**src/rtl/dds_freq_update_ctrl_if.sv**
```systemverilog
// Update handshake between the frequency-update controller and the DDS core.
// The master offers Pinc/Wave_sel with Upd_valid; the core accepts with Upd_ack.
interface dds_freq_update_ctrl_if #(
  parameter int PINC_W = 32
);
  logic [PINC_W-1:0] Pinc;
  logic [2:0]        Wave_sel;
  logic              Upd_valid;
  logic              Upd_ack;

  modport master (
    output Pinc,
    output Wave_sel,
    output Upd_valid,
    input  Upd_ack
  );

  modport slave (
    input  Pinc,
    input  Wave_sel,
    input  Upd_valid,
    output Upd_ack
  );
endinterface

```
**src/rtl/dds_freq_update_ctrl.sv**
```systemverilog
// Sequences encoder/mode triggers through the tuning ROM into the DDS core,
// optionally aligned to a phase-accumulator wrap.
module dds_freq_update_ctrl #(
  parameter int PINC_W       = 32,
  parameter int ROM_LAT      = 2,
  parameter int ACK_TIMEOUT  = 1023,
  parameter int WRAP_TIMEOUT = 4095
) (
  input  logic                   Fg_clk,
  input  logic                   Reset,
  input  logic [10:0]            Address,
  input  logic                   FreqChng,
  input  logic [2:0]             Mode,
  input  logic                   Sync_en,
  input  logic                   Phase_wrap,
  output logic                   Rom_en,
  output logic [10:0]            Rom_addr,
  input  logic [PINC_W-1:0]      Rom_data,
  dds_freq_update_ctrl_if.master upd,
  output logic                   Busy,
  output logic                   Err
);
  localparam int LAT_W  = $clog2(ROM_LAT + 1);
  localparam int ACK_W  = $clog2(ACK_TIMEOUT + 1);
  localparam int WRAP_W = $clog2(WRAP_TIMEOUT + 1);

  localparam logic [LAT_W-1:0]  LAT_LAST = LAT_W'(ROM_LAT - 1);
  localparam logic [ACK_W-1:0]  ACK_LIM  = ACK_W'(ACK_TIMEOUT);
  localparam logic [WRAP_W-1:0] WRAP_LIM = WRAP_W'(WRAP_TIMEOUT);

  typedef enum logic [2:0] {
    IDLE, FETCH, WAIT, SYNC, UPDATE
  } state_t;

  state_t state_q, state_d;

  logic [2:0]        mode_q, mode_d;
  logic              boot_q, boot_d;
  logic              pending_q, pending_d;
  logic [10:0]       req_addr_q, req_addr_d;
  logic [2:0]        req_mode_q, req_mode_d;
  logic [10:0]       use_addr_q, use_addr_d;
  logic [2:0]        use_mode_q, use_mode_d;
  logic [PINC_W-1:0] pinc_q, pinc_d;
  logic [LAT_W-1:0]  lat_q, lat_d;
  logic [ACK_W-1:0]  ack_q, ack_d;
  logic [WRAP_W-1:0] wrap_q, wrap_d;

  logic              trig;
  logic [ACK_W-1:0]  ack_inc;
  logic [WRAP_W-1:0] wrap_inc;

  assign trig = FreqChng | (Mode != mode_q) | boot_q;

  // Timeout counters saturate rather than wrap
  assign ack_inc  = (ack_q == ACK_LIM) ? ack_q
                                       : ack_q + ACK_W'(1);
  assign wrap_inc = (wrap_q == WRAP_LIM) ? wrap_q
                                         : wrap_q + WRAP_W'(1);

  always_ff @(posedge Fg_clk) begin
    if (Reset) begin
      state_q    <= IDLE;
      mode_q     <= '0;
      boot_q     <= 1'b1;
      pending_q  <= 1'b0;
      req_addr_q <= '0;
      req_mode_q <= '0;
      use_addr_q <= '0;
      use_mode_q <= '0;
      pinc_q     <= '0;
      lat_q      <= '0;
      ack_q      <= '0;
      wrap_q     <= '0;
    end else begin
      state_q    <= state_d;
      mode_q     <= mode_d;
      boot_q     <= boot_d;
      pending_q  <= pending_d;
      req_addr_q <= req_addr_d;
      req_mode_q <= req_mode_d;
      use_addr_q <= use_addr_d;
      use_mode_q <= use_mode_d;
      pinc_q     <= pinc_d;
      lat_q      <= lat_d;
      ack_q      <= ack_d;
      wrap_q     <= wrap_d;
    end
  end

  always_comb begin
    state_d    = state_q;
    mode_d     = mode_q;
    boot_d     = boot_q;
    pending_d  = pending_q;
    req_addr_d = req_addr_q;
    req_mode_d = req_mode_q;
    use_addr_d = use_addr_q;
    use_mode_d = use_mode_q;
    pinc_d     = pinc_q;
    lat_d      = lat_q;
    ack_d      = '0;
    wrap_d     = '0;

    if (trig) begin
      req_addr_d = Address;
      req_mode_d = Mode;
      mode_d     = Mode;
      boot_d     = 1'b0;
      if (state_q != IDLE) pending_d = 1'b1;
    end

    unique case (state_q)
      IDLE: begin
        if (trig || pending_q) begin
          state_d    = FETCH;
          pending_d  = 1'b0;
          // Snapshot taken here; later triggers only feed the next pass
          use_addr_d = trig ? Address : req_addr_q;
          use_mode_d = trig ? Mode : req_mode_q;
        end
      end
      FETCH: begin
        lat_d   = '0;
        state_d = WAIT;
      end
      WAIT: begin
        if (lat_q == LAT_LAST) begin
          pinc_d  = Rom_data;
          state_d = Sync_en ? SYNC : UPDATE;
        end else begin
          lat_d = lat_q + LAT_W'(1);
        end
      end
      SYNC: begin
        if (Phase_wrap) begin
          state_d = UPDATE;
        end else if (wrap_inc == WRAP_LIM) begin
          state_d = UPDATE;
        end else begin
          wrap_d = wrap_inc;
        end
      end
      UPDATE: begin
        if (upd.Upd_ack) begin
          state_d = IDLE;
        end else if (ack_inc == ACK_LIM) begin
          state_d = IDLE;
        end else begin
          ack_d = ack_inc;
        end
      end
      default: state_d = IDLE;
    endcase
  end

  always_comb begin
    Rom_en        = (state_q == FETCH);
    Rom_addr      = Rom_en ? use_addr_q : '0;
    upd.Upd_valid = (state_q == UPDATE);
    upd.Pinc      = pinc_q;
    upd.Wave_sel  = use_mode_q;
    Busy          = (state_q != IDLE);
    Err           = 1'b0;
    if (state_q == SYNC && !Phase_wrap
        && wrap_inc == WRAP_LIM)
      Err = 1'b1;
    if (state_q == UPDATE && !upd.Upd_ack
        && ack_inc == ACK_LIM)
      Err = 1'b1;
  end
endmodule

```
**src/flat_wrapper.sv**
```systemverilog
// flat-port wrapper written by rule: the top's interface ports become plain ports
module dds_freq_update_ctrl_flat 
#(
  parameter int PINC_W       = 32,
  parameter int ROM_LAT      = 2,
  parameter int ACK_TIMEOUT  = 1023,
  parameter int WRAP_TIMEOUT = 4095
)
  (Fg_clk, Reset, Address, FreqChng, Mode, Sync_en, Phase_wrap, Rom_en, Rom_addr, Rom_data, Busy, Err, upd_Pinc, upd_Wave_sel, upd_Upd_valid, upd_Upd_ack);
  dds_freq_update_ctrl_if #(.PINC_W(PINC_W)) upd_i ();
  input  logic Fg_clk;
  input  logic Reset;
  input  logic [10:0] Address;
  input  logic FreqChng;
  input  logic [2:0] Mode;
  input  logic Sync_en;
  input  logic Phase_wrap;
  output logic Rom_en;
  output logic [10:0] Rom_addr;
  input  logic [PINC_W-1:0] Rom_data;
  output logic Busy;
  output logic Err;
  output wire logic [$bits(upd_i.Pinc)-1:0] upd_Pinc;
  output wire logic [$bits(upd_i.Wave_sel)-1:0] upd_Wave_sel;
  output wire logic [$bits(upd_i.Upd_valid)-1:0] upd_Upd_valid;
  input wire logic [$bits(upd_i.Upd_ack)-1:0] upd_Upd_ack;
  assign upd_Pinc = upd_i.Pinc;
  assign upd_Wave_sel = upd_i.Wave_sel;
  assign upd_Upd_valid = upd_i.Upd_valid;
  assign upd_i.Upd_ack = upd_Upd_ack;
  dds_freq_update_ctrl #(.PINC_W(PINC_W), .ROM_LAT(ROM_LAT), .ACK_TIMEOUT(ACK_TIMEOUT), .WRAP_TIMEOUT(WRAP_TIMEOUT)) u_core (.Fg_clk(Fg_clk), .Reset(Reset), .Address(Address), .FreqChng(FreqChng), .Mode(Mode), .Sync_en(Sync_en), .Phase_wrap(Phase_wrap), .Rom_en(Rom_en), .Rom_addr(Rom_addr), .Rom_data(Rom_data), .upd(upd_i), .Busy(Busy), .Err(Err));
endmodule
```
**config.mk**
```make
export PLATFORM = sky130hd
export DESIGN_NAME = dds_freq_update_ctrl_flat
export DESIGN_NICKNAME = d
export VERILOG_FILES = /design/src/rtl/dds_freq_update_ctrl_if.sv /design/src/rtl/dds_freq_update_ctrl.sv /design/src/flat_wrapper.sv
export SDC_FILE = /design/constraint.sdc
export NUM_CORES = 1
export LEC_CHECK = 0
export CORE_MARGIN = 2
export CORE_UTILIZATION = 49
export CTS_CLUSTER_DIAMETER = 100
export CTS_CLUSTER_SIZE = 8
export DETAILED_ROUTE_END_ITERATION = 10
export PLACE_DENSITY = 0.8
export SYNTH_ARGS = -nofsm -noshare
export SYNTH_HDL_FRONTEND = slang
export SYNTH_SLANG_ARGS = --single-unit
```
**constraint.sdc**
```tcl
create_clock -name Fg_clk -period 2.9 [get_ports Fg_clk]
set_clock_uncertainty 0.2 [all_clocks]
set_input_delay 0.58 -clock Fg_clk [delete_from_list [all_inputs] [get_ports Fg_clk]]
set_output_delay 0.58 -clock Fg_clk [all_outputs]
set_load 0.005 [all_outputs]
```
==> metrics.yaml, run 1 <==
synth:
  synth_most_common_cell: "dfxtp_1"
  ys_top_cells_by_count: "dfxtp_1 (92), nand2_1 (85), nor2_1 (51)"
  syn_nets: 526
  synthCells: 471
  yosys.area.top_type_share_pct: 45.8
  ys_ff_latch: 92
  synth.yosys.seq_area_share_pct: 45.8
  synth_edf_count: 0
  async_reset_ff_share_pct: 0
  ys_types: 56
  ys.flop_type: "dfxtp_1"
  synth_area_leader_cell: "dfxtp_1"
  ys_top_cells_by_area: "dfxtp_1 (46%), nand2_1 (7.9%), a21oi_1 (5.7%), nor2_1 (4.8%), mux2i_1 (4.7%)"
  syn_avg_cell_area_um2: 8.54
  syn_area_um2: 4020
  ys_warn_count: 0
finish:
  fin_cells: 713
  area_delta_synth_final_pct: 40.9
  final_util_pct: 70.0
  nNetsFinal: 658
  fin_area_um2: 5670
  drive_above_1_share_pct: 17.3
  diodes: 0
timing:
  period_share_pct: 96.9
  fin_ws_ns: 0.0897
  finalHoldViolCount: 0
  hold_slack_ns: 0.262
  setup_viol: 0
  fmax_mhz: 356
  min_period_ns: 2.81
  relSlewSlack_pct: 61.5
  final_max_slew_viol_count: 0
  worst_pin_slew_ns: 0.575
  tns_ns: 0
detailed_routing:
  wire_per_inst_um: 14.4
  routed-via-count: 3829
  drtIter0Drc: 220
  totalWireLength_um: 10300
  antenna_left: 0
  firstDrtPassIters: 5
  drc: 0
  drt-vias-per-instance: 5.37
placement:
  port_buffers: 101
  dp.cells: 685
  hpwl_um: 7030
  dpl_worst_slack_ns: -0.0177
  placed_cell_area_um2: 5290
  routabilityCongestion: 0.866
grt:
  grt_max_degree: 43
  grt_first_pass_wirelength_um: 16200
  grt_pass1_vias: 3543
  track_usage_pct: 22.8
  grt-ovfl-total: 0
  antenna_found_initial: 1
setup_path:
  path_max_fanout: 7
  r2r_cells: 12
  r2r_end: "u_core.ack_q[2]$_SDFF_PP0_"
  r2r_start: "u_core.ack_q[0]$_SDFF_PP0_"
  cp.required_ns: 2.12
  endpoint: "Err"
  cp.arrival_ns: 2.03
  crit_path_start_kind: "flip-flop"
  cp-end-kind: "output port"
  rrSetupSlack_ns: 0.15
  path_class: "reg2out"
  worstSetupStartpoint: "u_core.wrap_q[0]$_SDFF_PP0_"
cts:
  clock_path_buffers: 2
  ctsRootBufferMaster: "clkbuf_8"
  cts.sinks: 92
  cts_tree: "built"
  htreeDepth: 3
  numCtsBuffers: 9
  clk-insertion-delay-late_ns: 0.37
  cts-hold-fix-buffers: 0
  clk_pin_slew_ns: 0.10
flow_run:
  cap_violations: 0
pwr:
  power_mw: 3.19
  cellLeakagePower_nw: 2.17
  power_density_nw_per_um2: 562
  peakVddDrop_v: 0.000457
floorplan:
  die_y_um: 94.6
  die_w_um: 94.6
  ios: 102
  core_um2: 8090
  num_rows: 33
  initial_core_util_pct: 49.7
  dieArea_um2: 8950
worst_hold_path:
  hp-start: "u_core.upd.Pinc[0]$_SDFFE_PP0P_"
  holdCritPathClass: "reg2reg"
run_status:
  status: "finished clean"
==> final cells by class <==
class	instances	area [um^2]
multi-input cells	343	2080
repair buffers	152	1390
fillers	642	2420
clock buffers	9	124
well taps	105	131
flip-flops and latches	92	1850
inverters	5	18.8
clock inverters	7	75.1
==> critical path, stage by stage, from the launching register on <==
cell and delay (ns):
dfxtp_2 0.36, buf_4 0.17, and3_4 0.23, nand4_1 0.14
mux2i_1 0.20, nor4_2 0.25, nand3b_1 0.11, o21ai_1 0.09
buf_2 0.13
==> repair_timing <==
| action | 4_1_cts | 5_1_grt |
|---|---|---|
| gates cloned | 1 | 0 |
| pin swaps | 3 | 6 |
| resized for setup | 15 | 14 |
| endpoints found under the setup margin | 1 | 12 |
| setup buffers | 10 | 3 |
==> per-layer routing <==
layer,global-route usage [%],wire length (um)
met5,0,11
met3,5.51,652
met4,11.0,218
met2,38.2,5050
met1,27.5,4330
==> cell families (layout without fill, tap and decap cells) <==
kind of cell | Yosys count | in the layout | share of synthesized area (%)
xor+xnor | 11 | 11 | 2.39
compound gates | 101 | 101 | 16.4
mux | 19 | 19 | 4.73
flops | 92 | 92 | 45.8
buf+inv | 37 | 173 | 4.82
simple gates | 208 | 209 | 24.9
fa+ha+maj | 3 | 3 | 0.933
==> report_power, final <==
part | switching [mW] | leakage, nW | internal (mW) | total (mW)
registers | 0.0847 | 0.754 | 1.40 | 1.49
logic | 0.413 | 1.32 | 0.414 | 0.826
clock network | 0.532 | 0.0985 | 0.342 | 0.873
==> registers in the layout (all words and copies together) (netlist names) <==
name / cells
u_core.state_q: 3
u_core.upd.Wave_sel: 3
u_core.mode_q: 3
u_core.pending_q: 1
u_core.boot_q: 1
u_core.req_addr_q: 11
u_core.lat_q: 2
u_core.ack_q: 10
u_core.req_mode_q: 3
u_core.wrap_q: 12
u_core.upd.Pinc: 32
u_core.use_addr_q: 11
==> worst min-delay path by stage <==
stage | depth (start not counted) | slack, ns | endpoint
2_1_floorplan | 2 | 0.25 | u_core.upd.Pinc[0]$_SDFFE_PP0P_
3_3_place_gp | 2 | 0.24 | u_core.upd.Pinc[4]$_SDFFE_PP0P_
3_5_place_dp | 2 | 0.25 | u_core.upd.Pinc[0]$_SDFFE_PP0P_
4_1_cts | 2 | 0.26 | u_core.upd.Pinc[0]$_SDFFE_PP0P_
5_1_grt | 2 | 0.28 | u_core.upd.Pinc[0]$_SDFFE_PP0P_
6_report | 2 | 0.26 | u_core.upd.Pinc[0]$_SDFFE_PP0P_
==> placed cells by master (no fill, tap or decap), drive strengths merged, types with 8 or more instances in the layout <==
cell type	Yosys	layout
clkdlybuf4s50	0	99
dfxtp	92	92
nand2	85	86
nor2	54	54
buf	9	53
a21oi	47	47
a211oi	21	21
mux2i	19	19
and2	14	14
and3	11	11
nand3	9	9
clkbuf	23	9
inv	5	9
o21ai	8	8
Power figures use the tool's default switching activity.
==> run 2, diff against run 1 <==
Settings changed: CAP_MARGIN from default to 0, CORE_UTILIZATION 49 to 53, PLACE_DENSITY 0.8 to 0.85.
Clock period 2.9 ns to 3.3 ns, I/O delays scaled along.
==> run 2 against run 1 <==
Sequential share of layout area up 2.1 points. Cell count is 6.3% lower. Total power decreased by 9.2%. Core utilization increased by 2.9 points. Count of clock-buffer cells in the layout rose by 1. Wire length decreased by 6.5%. Clock power hardly changed. Non-clock buffer count shrank 38. Die area down 7.2%. Design area decreased by 6.2%. Via count fell by 5.6%. Sequential power decreased by 12%.
==> metrics.yaml, run 2 (same netlist as run 1, synthesis figures left out) <==
pwr:
  power_mw: 2.89  # -9.2%
  power_density_nw_per_um2: 544  # -3.2%
  cellLeakagePower_nw: 2.00  # -8.0%
  peakVddDrop_v: 0.000410  # -10%
timing:
  finalHoldViolCount: 0  # unchanged
  worst_pin_slew_ns: 1.02  # +0.449 ns
  setup_viol: 0  # unchanged
  tns_ns: 0  # unchanged
  fin_ws_ns: 0.162  # +0.0723 ns
  final_max_slew_viol_count: 0  # unchanged
  fmax_mhz: 319
  hold_slack_ns: 0.257  # -0.00408 ns
  period_share_pct: 95.1
  min_period_ns: 3.14
  relSlewSlack_pct: 31.6  # -30 points
  rsz0062_at_grt: "no"
placement:
  hpwl_um: 6680  # -5.0%
  dpl_worst_slack_ns: 0.217  # +0.235 ns
  port_buffers: 101  # unchanged
  dp.cells: 651  # -5.0%
  routabilityCongestion: 0.891  # +3.0%
  placed_cell_area_um2: 5070  # -4.1%
floorplan:
  die_y_um: 91.1  # -3.7%
  ios: 102  # unchanged
  core_um2: 7290  # -9.9%
  die_w_um: 91.1  # -3.7%
  dieArea_um2: 8300  # -7.2%
  initial_core_util_pct: 55.2  # +5.5 points
  num_rows: 31  # -6.1%
detailed_routing:
  drt-vias-per-instance: 5.41  # +0.80%
  drc: 0  # unchanged
  totalWireLength_um: 9600  # -6.5%
  wire_per_inst_um: 14.4  # -0.15%
  drtIter0Drc: 158  # -28%
  firstDrtPassIters: 4  # -1
  routed-via-count: 3616  # -5.6%
  antenna_left: 0  # unchanged
setup_path:
  r2r_cells: 7  # -5
  cp.arrival_ns: 2.28  # +0.25 ns
  cp.required_ns: 2.44  # +0.32 ns
  rrSetupSlack_ns: 0.82  # +0.67 ns
  r2r_end: "u_core.wrap_q[2]$_SDFF_PP0_"
  r2r_start: "u_core.wrap_q[3]$_SDFF_PP0_"
  path_max_fanout: 8  # +1
  crit_path_start_kind: "flip-flop"
  cp-end-kind: "output port"
  path_class: "reg2out"
cts:
  ctsRootBufferMaster: "clkbuf_8"
  htreeDepth: 3  # unchanged
  numCtsBuffers: 9  # unchanged
  clk-insertion-delay-late_ns: 0.37  # about the same
  cts_tree: "built"
  cts.sinks: 92  # unchanged
  clock_path_buffers: 2  # unchanged
  clk_pin_slew_ns: 0.10  # about the same
worst_hold_path:
  holdCritPathClass: "reg2reg"
  hold_end: "u_core.upd.Pinc[16]$_SDFFE_PP0P_"
  hold_depth: 2  # unchanged
  hp-start: "u_core.upd.Pinc[16]$_SDFFE_PP0P_"
grt:
  grt_pass1_vias: 3404  # -3.9%
  grt_first_pass_wirelength_um: 15800  # -2.3%
  grt-ovfl-total: 0  # unchanged
  track_usage_pct: 23.2  # +0.42 points
  grt_max_degree: 37  # -14%
  antenna_found_initial: 0  # -1
run_status:
  status: "finished clean"
finish:
  nNetsFinal: 619  # -5.9%
  fin_area_um2: 5320  # -6.2%
  final_util_pct: 72.9  # +2.9 points
  drive_above_1_share_pct: 10.2  # -7.1 points
  final_cell_mix: "clkdlybuf4s50_1 (99), dfxtp_1 (86), nand2_1 (85), nor2_1 (51), a21oi_1 (46)"
  largest_reg_flops: 32  # unchanged
  diodes: 0  # unchanged
  nFillCells: 589  # -8.3%
  fin_cells: 668  # -6.3%
  final_common_cell: "clkdlybuf4s50_1"
  area_delta_synth_final_pct: 32.2
flow_run:
  cap_violations: 0  # unchanged
-- run 2: cell types whose count changed in the layout (fill, tap and decap cells not counted), moves of 2 or more --
cell,previous run,this run
ha_1,1,3
bufinv_16,0,2
inv_8,3,0
ha_4,2,0
dfxtp_2,4,6
buf_4,50,13
-- run 2: how the worst max path moves through the flow --
stage,start,end,cells past startpoint
after detailed placement,u_core.ack_q[3]$_SDFF_PP0_,Err,6
final,u_core.wrap_q[0]$_SDFF_PP0_,Err,8
after global placement,u_core.wrap_q[0]$_SDFF_PP0_,Err,8
after global routing,u_core.wrap_q[2]$_SDFF_PP0_,Err,7
after CTS,u_core.wrap_q[1]$_SDFF_PP0_,Err,9
after floorplan,u_core.ack_q[0]$_SDFF_PP0_,Err,6
-- run 2: report_power, final --
group	total [mW]	internal [mW]	switching (mW)
logic	0.711	0.359	0.352
clock network	0.873	0.454	0.419
registers	1.31	1.23	0.0762
-- run 2: what timing repair did --
item | in CTS | in global routing
resized for setup | 5 | 4
buffers inserted | 1 | 0
pin swaps | 1 | 1
gates cloned | 0 | 0
endpoints found under the setup margin | 1 | 1
hold buffers | 0 | 0
-- run 2: metal layers --
layer / vias up / track usage (%) / share of wire, %
li1: 1826 / - / -
met2: 116 / 40.1 / 49
met5: - / 0 / 0
met4: 0 / 8.96 / 2.0
met3: 17 / 5.89 / 6.1
met1: 1657 / 27.7 / 43
-- run 2: layout make-up --
class	count	area, um^2	share of cell area [%]
multi-input cells	342	1990	37.5
flip-flops and latches	92	1850	34.8
repair buffers	114	1100	20.7
clock buffers	10	138	2.59
well taps	99	124	2.33
clock inverters	6	93.8	1.76
inverters	5	18.8	0.353
-- run 2: worst max-delay path: stages (launching register included) --
cell and delay (ns):
dfxtp_2 0.37, ha_1 0.21, and3_4 0.18, and3_4 0.19, a211o_1 0.24, a31oi_2 0.25, nand3b_1 0.14, o21ai_0 0.07
dlygate4sd2_1 0.26
==> run 3, diff against run 2 <==
Settings changed: CORE_ASPECT_RATIO from default to 0.7, RECOVER_POWER from default to 50, TNS_END_PERCENT from default to 20.
==> run 3 against run 2 <==
Via count increased by 2.8%. Design area shrank 0.85%. Core utilization down 0.89 points. Largest power group unchanged.
==> metrics.yaml, run 3 (same netlist as run 1, synthesis figures left out) <==
pwr:
  cellLeakagePower_nw: 2.08  # +4.1%
  pwr-share-comb_pct: 25.5  # +0.9 points
  power.switching_mw: 0.842  # -0.67%
  power_density_nw_per_um2: 513  # -5.7%
  peakVddDrop_v: 0.000274  # -33%
  p_int_mw: 1.86  # -8.9%
  clkPwrFrac_pct: 26.3  # -3.9 points
  sequentialPowerShare_pct: 48.2  # +3.0 points
  p_sw_share_pct: 31.1  # +1.8 points
grt:
  grt_pass1_vias: 3475  # +2.1%
  track_usage_pct: 23.6  # +0.31 points
  antenna_found_initial: 0  # unchanged
  grt_max_degree: 69  # +86%
  grt-ovfl-total: 0  # unchanged
  grt_first_pass_wirelength_um: 15800  # +0.30%
finish:
  fin_area_um2: 5270  # -0.85%
  largest_reg_flops: 32  # unchanged
  nNetsFinal: 619  # unchanged
  fin_cells: 667  # -0.15%
  final_cell_mix: "dfxtp_1 (86), nand2_1 (85), clkdlybuf4s50_1 (63), nor2_1 (51), a21oi_1 (46)"
  final_util_pct: 72.1  # -0.89 points
  area_delta_synth_final_pct: 31.1
  drive_above_1_share_pct: 10.0  # -0.18 points
  final_common_cell: "dfxtp_1"
  diodes: 0  # unchanged
timing:
  final_max_slew_viol_count: 0  # unchanged
  fmax_mhz: 321  # +0.80%
  hold_slack_ns: 0.255  # -0.00223 ns
  relSlewSlack_pct: 10.3  # -21 points
  worst_pin_slew_ns: 1.35  # +0.322 ns
  period_share_pct: 94.3  # -0.76 points
  tns_ns: 0  # unchanged
  finalHoldViolCount: 0  # unchanged
  min_period_ns: 3.11  # -0.0249 ns
  rsz0062_at_grt: "no"
  setup_viol: 0  # unchanged
setup_path:
  r2r_start: "u_core.wrap_q[0]$_SDFF_PP0_"
  cp.required_ns: 2.44  # about the same
  cp-end-kind: "output port"
  r2r_end: "u_core.wrap_q[5]$_SDFF_PP0_"
  crit_path_max_incr_delay_ns: 0.38  # about the same
  crit_chain: "ha_1, and3_4, and3_4, a211o_1, a31oi_4, nand3b_1, o21ai_1, dlygate4sd2_1"
  crit_path_start_kind: "flip-flop"
  path_max_fanout: 8  # unchanged
  r2r_cells: 9  # +2
  cp.arrival_ns: 2.25  # -0.03 ns
  path_class: "reg2out"
  rrSetupSlack_ns: 0.59  # -0.23 ns
  cp_slowest_cell: "dfxtp_4"
  cpMostUsedCell: "and3_4"
detailed_routing:
  totalWireLength_um: 9410  # -2.0%
  routed-via-count: 3719  # +2.8%
  wire_per_inst_um: 14.1  # -1.9%
  drtIter0Drc: 166  # +5.1%
  drt-vias-per-instance: 5.58  # +3.0%
  firstDrtPassIters: 4  # unchanged
  antenna_left: 0  # unchanged
  drc: 0  # unchanged
worst_hold_path:
  hold_end: "u_core.upd.Pinc[4]$_SDFFE_PP0P_"
  hp-start: "u_core.upd.Pinc[4]$_SDFFE_PP0P_"
  holdCritPathClass: "reg2reg"
  hold_depth: 2  # unchanged
placement:
  hpwl_um: 6530  # -2.2%
  dp.cells: 650  # -0.15%
  port_buffers: 101  # unchanged
  routabilityCongestion: 0.935  # +4.9%
  placed_cell_area_um2: 5070  # about the same
floorplan:
  core_um2: 7320  # +0.38%
  ios: 102  # unchanged
  die_w_um: 108  # +19%
  num_rows: 26  # -16%
  dieArea_um2: 8310  # +0.13%
  die_y_um: 76.9  # -16%
  initial_core_util_pct: 55.0  # -0.21 points
cts:
  numCtsBuffers: 9  # unchanged
  cts.sinks: 92  # unchanged
  clock_path_buffers: 2  # unchanged
  clk_pin_slew_ns: 0.09  # about the same
  htreeDepth: 3  # unchanged
  cts_tree: "built"
  ctsRootBufferMaster: "clkbuf_8"
  clk-insertion-delay-late_ns: 0.35  # -0.02 ns
flow_run:
  cap_violations: 0  # unchanged
run_status:
  status: "finished clean"
-- run 3: routing by layer --
layer / global-route usage [%] / routed length (um) / vias to the layer above
li1: - / - / 1837
met1: 28.8 / 4110 / 1745
met2: 38.1 / 4390 / 127
met3: 10.3 / 826 / 10
met4: 6.15 / 87 / 0
met5: 0 / 0 / -
-- run 3: area by class of cell --
| class | instances | area, um^2 |
|---|---|---|
| Clock inverter | 6 | 55.1 |
| Clock buffer | 10 | 128 |
| Inverter | 5 | 18.8 |
| Tap cell | 98 | 123 |
| Multi-Input combinational cell | 342 | 2010 |
| Fill cell | 565 | 2050 |
| Sequential cell | 92 | 1850 |
| Timing Repair Buffer | 114 | 1090 |
-- run 3: power by group through the flow --
stage,combinational (mW),clock (mW),sequential [mW]
after CTS,0.703,0.729,1.31
after global routing,0.781,0.771,1.32
after global placement,0.680,0,1.32
after detailed placement,0.698,0,1.33
after floorplan,0.400,0,1.32
final,0.690,0.712,1.30
-- run 3: how the worst max path moves through the flow --
| stage | cells past startpoint | end | start | slack [ns] |
|---|---|---|---|---|
| after global placement | 8 | Err | u_core.wrap_q[0]$_SDFF_PP0_ | 0.27 |
| final | 8 | Err | u_core.wrap_q[0]$_SDFF_PP0_ | 0.19 |
| after global routing | 7 | Err | u_core.wrap_q[4]$_SDFF_PP0_ | 0.03 |
| after detailed placement | 8 | Err | u_core.wrap_q[0]$_SDFF_PP0_ | 0.21 |
| after floorplan | 6 | Err | u_core.ack_q[0]$_SDFF_PP0_ | 0.67 |
| after CTS | 8 | Err | u_core.wrap_q[0]$_SDFF_PP0_ | 0.17 |
-- run 3: timing repair --
action | CTS | global route
gates resized for setup | 14 | 0
hold buffers | 0 | 0
setup buffers | 1 | 0
endpoints found under the setup margin | 1 | 0
-- run 3: through the flow --
| stage | setup slack (ns) | power (mW) |
|---|---|---|
| 6_report | 0.187 | 2.71 |
| 5_1_grt | 0.0262 | 2.88 |
| 4_1_cts | 0.166 | 2.74 |
| 3_5_place_dp | 0.206 | 2.03 |
| 3_3_place_gp | 0.271 | 2.00 |
| 2_1_floorplan | 0.670 | 1.72 |
-- run 3: critical path: cells and delay by family (launching register included) --
kind	cells	cell delay (ns)
and+or+nand+nor	3	0.52
DFF	1	0.38
buffers and inverters	1	0.26
adders and majority gates	1	0.22
AOI/OAI and AO/OA	3	0.51
